`src/rtl/seq_adder_chunked.sv`:
```
// Chunk-serial add/subtract unit: operands arrive LSB chunk first, a registered ripple
// carry links the chunks, and the completed result and flags are held until the next op finishes.
module seq_adder_chunked #(
   parameter  int CHUNK_W    = 12,
   parameter  int NUM_CHUNKS = 4,
   localparam int TOTAL_W    = CHUNK_W * NUM_CHUNKS
) (
   input  logic               clk,
   input  logic               rst,
   input  logic               start,
   input  logic               sub,
   input  logic [CHUNK_W-1:0] in_a,
   input  logic [CHUNK_W-1:0] in_b,
   output logic               busy,
   output logic               result_valid,
   output logic [TOTAL_W-1:0] result,
   output logic               carry_out,
   output logic               overflow
);

   localparam int CNT_W = (NUM_CHUNKS > 1) ? $clog2(NUM_CHUNKS) : 1;
   localparam logic [CNT_W-1:0] LAST_CNT = CNT_W'(NUM_CHUNKS - 1);

   localparam logic [1:0] IDLE  = 2'd0;
   localparam logic [1:0] ACCUM = 2'd1;
   localparam logic [1:0] DONE  = 2'd2;

   logic [1:0]         state;
   logic [CNT_W-1:0]   cnt;
   logic               carryReg;
   logic               subReg;
   logic [TOTAL_W-1:0] shiftReg;

   logic               accept;
   logic               step;
   logic               opSub;
   logic               carryIn;
   logic               lastChunk;
   logic               msbCarryIn;
   logic [CHUNK_W-1:0] bEff;
   logic [CHUNK_W:0]   sum;
   logic [TOTAL_W-1:0] sumExt;
   logic [TOTAL_W-1:0] shiftNext;

   always_comb begin
      accept     = (state != ACCUM) && start;
      step       = accept || (state == ACCUM);
      // The first chunk uses the live sub input; later chunks use the latched mode.
      opSub      = accept ? sub : subReg;
      carryIn    = accept ? sub : carryReg;
      bEff       = opSub ? ~in_b : in_b;
      sum        = {1'b0, in_a} + {1'b0, bEff} + {{CHUNK_W{1'b0}}, carryIn};
      lastChunk  = accept ? (NUM_CHUNKS == 1) : (cnt == LAST_CNT);
      msbCarryIn = in_a[CHUNK_W-1] ^ bEff[CHUNK_W-1] ^ sum[CHUNK_W-1];
      sumExt     = TOTAL_W'(sum[CHUNK_W-1:0]);
      // Shift form stays legal when NUM_CHUNKS == 1 (no empty part-select).
      shiftNext  = (shiftReg >> CHUNK_W) | (sumExt << (TOTAL_W - CHUNK_W));
   end

   always_ff @(posedge clk) begin
      if (rst) begin
         state        <= IDLE;
         cnt          <= '0;
         carryReg     <= 1'b0;
         subReg       <= 1'b0;
         shiftReg     <= '0;
         result_valid <= 1'b0;
         result       <= '0;
         carry_out    <= 1'b0;
         overflow     <= 1'b0;
      end else begin
         result_valid <= 1'b0;
         if (step) begin
            carryReg <= sum[CHUNK_W];
            shiftReg <= shiftNext;
            if (accept) begin
               subReg <= sub;
               cnt    <= CNT_W'(1);
            end else begin
               cnt    <= cnt + CNT_W'(1);
            end
            if (lastChunk) begin
               state        <= DONE;
               result       <= shiftNext;
               carry_out    <= sum[CHUNK_W];
               overflow     <= msbCarryIn ^ sum[CHUNK_W];
               result_valid <= 1'b1;
            end else begin
               state <= ACCUM;
            end
         end else begin
            state <= IDLE;
         end
      end
   end

   assign busy = (state == ACCUM);

endmodule

```
`config.mk`:
```
export PLATFORM = sky130hd
export DESIGN_NAME = seq_adder_chunked
export DESIGN_NICKNAME = d
export VERILOG_FILES = /design/src/rtl/seq_adder_chunked.sv
export SDC_FILE = /design/constraint.sdc
export NUM_CORES = 1
export LEC_CHECK = 0
export ABC_AREA = 1
export CAP_MARGIN = 20
export CORE_MARGIN = 2
export CORE_UTILIZATION = 44
export CTS_BUF_LIST = sky130_fd_sc_hd__clkbuf_8
export DETAILED_ROUTE_END_ITERATION = 16
export GPL_ROUTABILITY_DRIVEN = 0
export PLACE_DENSITY_LB_ADDON = 0.08
export SETUP_SLACK_MARGIN = 0.05
export SYNTH_ARGS = -nofsm -noshare
export SYNTH_HDL_FRONTEND = slang
export SYNTH_SLANG_ARGS = --single-unit
export TNS_END_PERCENT = 30
```
`constraint.sdc`:
```
create_clock -name clk -period 4.5 [get_ports clk]
set_input_delay 0.9 -clock clk [delete_from_list [all_inputs] [get_ports clk]]
set_output_delay 0.9 -clock clk [all_outputs]
set_load 0.1 [all_outputs]
```
# ---- Yosys cells after proc, flatten, opt, wreduce, memory -nomap -nowiden
# Cells that the tools add are included.
dict set report op_classes {
  bitwise_logic 6
  reduce_logical 4
  muxes 7
  addsub 3
  eq_ne 3
}
# operator n
set op_table {}
lappend op_table {{$or 36x48->48} 1}
lappend op_table {{$add 12x12->13} 1}
lappend op_table {{$add 13x1->13} 1}
lappend op_table {{$mux 12} 1}
lappend op_table {{$not 12->12} 1}
lappend op_table {{$mux 1} 4}
lappend op_table {{$mux 2} 2}
lappend op_table {{$xor 1x1->1} 3}
lappend op_table {{$add 2x1->2 const B} 1}
lappend op_table {{$eq 2x1->1 const B} 1}
lappend op_table {{$eq 2x2->1 const B} 1}
lappend op_table {{$ne 2x1->1 const B} 1}
lappend op_table {{$reduce_and 2->1} 1}
lappend op_table {{$reduce_or 2->1} 1}
lappend op_table {{$logic_and 1x1->1} 1}
lappend op_table {{$logic_or 1x1->1} 1}
lappend op_table {{$not 1->1} 1}
dict set report totals {
  inputBits 28
  register_bits 105
  elab_cells 32
}

# ---- Logic depth before layout (Yosys ltp)
dict set report depth {
  ltp_word 8
  mapped_depth 19
  depth_no_buf 18
}

# ---- Least setup slack after synthesis
# OpenSTA, ideal clock, no wires.
dict set report synth_timing {
  path_type {reg-to-reg}
  startpoint {register, netlist name result_valid}
  endpoint {register shiftReg[44]}
  t_arrival_ns 3.320
  setup_slack_ns 1.071
  path_stages_with_launch 19
  n_path_buf 1
  path_cell_list {dfxtp_1 -> nor2_8 -> nor2_4 -> nand2_2 -> o21ai_4 -> buf_12 -> xnor2_1 -> fa_1 -> inv_1 -> fa_1 -> inv_1 -> nand3_1 -> nand2_1 -> nand2_1 -> nand2_1 -> xnor2_1 -> nand2_1 -> nand2_1 -> inv_1}
}
# item line
set synth_rtl {}
lappend synth_rtl {{end signal: assignment} 75} ;# shiftReg <= shiftNext;
lappend synth_rtl {{end: declaration} 32} ;# logic [TOTAL_W-1:0] shiftReg;

# ---- Final worst setup path
dict set report layout_timing {
  startpoint {input start}
  endpoint {register shiftReg[44]}
}
dict set report layout_via {
  elab_chain_cells 6
  elab_cells_between_ends 8
  classes_between {add/sub (2); mux (3); bitwise (1); reduce/logical (2)}
}
# item line
set layout_lines {}
lappend layout_lines {{start: declaration} 10} ;# input logic start,
lappend layout_lines {{$logic_and 1x1->1 (*)} 46} ;# accept = (state != ACCUM) && start;
lappend layout_lines {{$mux 1} -}
lappend layout_lines {{$mux 12} 51} ;# bEff = opSub ? ~in_b : in_b;
lappend layout_lines {{$add 12x12->13} 52} ;# sum = {1'b0, in_a} + {1'b0, bEff} + {{CHUNK_W{1'b0}}, carryIn};
lappend layout_lines {{$add 13x1->13} 52}
lappend layout_lines {{$or 36x48->48} 57} ;# shiftNext = (shiftReg >> CHUNK_W) | (sumExt << (TOTAL_W - CHUNK_W));
# Mark *: on every way between the ends. The rest lies on a longest branch, timed or not.
# A chain may end at the register's enable or synchronous reset.

==> impl_metrics.csv <==
group,metric,value,unit
outcome,status,"finished, final reports clean",
layout,seq_area,1840,um^2
synth,netlist_area,4040,um^2
synth,synth-edff-count,0,
placement,io_buffers,79,
route,vias_per_cell,4.74,
critical_path,cp.required,4750,ps
clocking,cts.clk_slew.worst_paths,90,ps
sta,worst-slew-pin-transition,985,ps
sta,grt_setup_unrepaired,"no",
critical_path,cp_slowest_cell,"clkdlybuf4s50_1",
critical_path,worstSetupPathType,"in -> reg",
synth,ys_types,31,
sta,finalSetupTns,0,ps
layout,nFillCells,850,
floorplanning,start_util,45.9,%
critical_path,crit_chain,"clkdlybuf4s50_1, inv_2, nor2_4, nand2_2, o21ai_4, xnor2_1, fa_1, inv_1, fa_1, inv_1, nand3_1, nand2_1, nand2_1, nand2_1, xnor2_1, nand2_1, nand2_1, inv_1",
route,dr.pass1.iters,5,
critical_path,critical-path-top-delay-family,"buffers and inverters",
floorplanning,ioPinCount,80,
synth,synth.area.top_cells,"dfxtp_1 (46%), nand2_1 (11%), inv_1 (7.2%)",
clocking,clock-root-buffer,"clkbuf_8",
power,share_comb_of_total_power,22.9,%
critical_path,cp-start-kind,"input port",
power,p_sw,607,uW
clocking,cts_hold_buf,0,
critical_path,crit_buf_inv,5,
global_route,grt_util_all_layers,17.6,%
clocking,cts_tree,"built",
floorplanning,die-area,9960,um^2
placement,hpwl,6220,um
synth,synth_top_cell_area_share,45.6,%
synth,async_flop_share,0,%
sta,fmax,292,MHz
power,switching_share,33.1,%
synth,synthesis.nets,551,
power,power,1830,uW
clocking,cts_setup_buffers,0,
power,peakVddDrop,0.147,mV
layout,diodes,0,
power,powerDensity,364,nW/um^2
layout,layout_common_cells,"nand2_1 (118), dfxtp_1 (92), clkdlybuf4s50_1 (79)",
synth,synth_warnings,0,
floorplanning,placementRows,34,
synth,yosysSeqAreaShare,45.6,%
critical_path,cp.arrival,3680,ps
sta,relSlewSlack,34.1,%
floorplanning,die_y,99.8,um
sta,maxSlewViolCount,0,
layout,multi_input_area,1750,um^2
sta,finalHoldViolCount,0,
power,cellLeakagePower,0.00218,uW
global_route,antenna_found_initial,0,
critical_path,critPathMaxFanout,13,
critical_path,endpoint_kind,"flop",
clocking,numCtsBuffers,9,
route,drt_iter0_drc,161,
global_route,grt_pass1_wl,14000,um
critical_path,slowest_delay,590,ps
global_route,grt-ovfl-total,0,
floorplanning,core_area,8810,um^2
route,drt_wl_total,8590,um
route,vias,3281,
sta,fin_skew,16.4,ps
sta,min_period,3430,ps
global_route,grt_max_degree,56,
clocking,cts_resized,0,
sta,min_period_over_period,76.2,%
power,clock_power_share,28.6,%
route,post-route-drc-count,0,
synth,synth_cells,509,
route,wl_per_cell,12.4,um
clocking,clock-sinks,92,
synth,synth-main-ff-cell,"dfxtp_1",
clocking,cts_buffer_depth,2,
power,internal_power,1220,uW
floorplanning,fp.dieW,99.8,um
global_route,grt_pass1_vias,2979,
critical_path,cp_common_cell,"nand2_1",
sta,finalSetupViolCount,0,
hold_path,hp-class,"reg -> reg",
power,power.share.sequential,48.5,%
layout,syn_to_final_growth,24.5,%
route,antenna_left,0,
layout,layout_commonest_cell,"nand2_1",
layout,drive_above_1_share,7.02,%
synth,syn_avg_cell_area,7.93,um^2
clocking,htree_levels,3,
layout,final_nets,621,
synth,ys_ff_latch,92,
clocking,clk_latency,360,ps
flow_run,maxCapViolCount,0,
synth,yosysTopAreaCell,"dfxtp_1",
[sequential cells by signal, indices dropped and copies added (netlist names)]
name,flops
result,48
shiftReg,36
cnt,2
carryReg,1
carry_out,1
overflow,1
result_valid,1
state,1
subReg,1
[final cells by class]
class,count,area share (%)
flip-flops and latches,92,36.6
inverters,82,6.17
well taps,108,2.69
clock buffers,9,2.46
clock inverters,7,1.34
repair buffers,80,15.9
multi-input cells,314,34.8
[cells in the mapped netlist (11+ instances only)]
master and number:
dfxtp_1 92, ha_1 12, a22o_1 11, o21ai_1 19
xnor2_1 15, o21ai_2 13, inv_1 78, nand3_1 16
a21oi_1 33, o21ai_0 42, nor2_1 17, buf_2 11
nand2_1 118
[kinds of logic after synthesis]
| kind of cell | synth area share (%) |
|---|---|
| AOI/OAI and AO/OA | 18.0 |
| xor gates and xnor gates | 3.69 |
| DFF | 45.6 |
| and+or+nand+nor | 17.0 |
| adders and majority gates | 4.71 |
| buffers and inverters | 11.0 |
[worst register-to-register path, delay by kind of cell, from the launching register on]
kind                       cells  cell delay, ps
adders and majority gates      2             680
and+or+nand+nor                8             740
buffers and inverters          3             200
DFF                            1             370
xor gates and xnor gates       2             340
AOI/OAI and AO/OA              1             410
[metrics by stage]
stage	setup slack [ps]	utilization, %	hold slack, ps	std cells	area, um^2
floorplan	1070	-	430	509	4040
global placement	764	54.9	441	676	4840
detailed placement	695	54.9	443	676	4840
CTS	1070	57.1	459	692	5030
global route	795	57.1	486	692	5030
finish	1070	57.1	455	692	5030
[final timing paths]
path / from / slack, ps / depth (start not counted) / to
worst min register to register: shiftReg[19]$_SDFFE_PP0N_ / 450 / 2 / shiftReg[19]$_SDFFE_PP0N_
worst max-delay path: start / 1070 / 18 / shiftReg[44]$_SDFFE_PP0N_
worst max register to register: result_valid$_SDFF_PP0_ / 1660 / 16 / shiftReg[44]$_SDFFE_PP0N_
worst min-delay path: shiftReg[19]$_SDFFE_PP0N_ / 450 / 2 / shiftReg[19]$_SDFFE_PP0N_
[routing by layer]
| layer | global-route usage [%] | vias to the layer above | part of all wire [%] | wire length, um |
|---|---|---|---|---|
| li1 | - | 1757 | - | - |
| met1 | 23.1 | 1451 | 48 | 4110 |
| met2 | 29.4 | 67 | 48 | 4100 |
| met3 | 3.41 | 6 | 3.4 | 294 |
| met4 | 5.16 | 0 | 1.1 | 91 |
| met5 | 0 | - | 0 | 0 |
[power groups by stage]
stage                     clock (uW)  combinational, uW  sequential [uW]
after floorplan                    0                301              913
after global placement             0                412              907
after global routing             580                475              895
after detailed placement           0                419              908
after CTS                        542                420              889
final                            524                419              889
(Power assumes the default switching activity.)
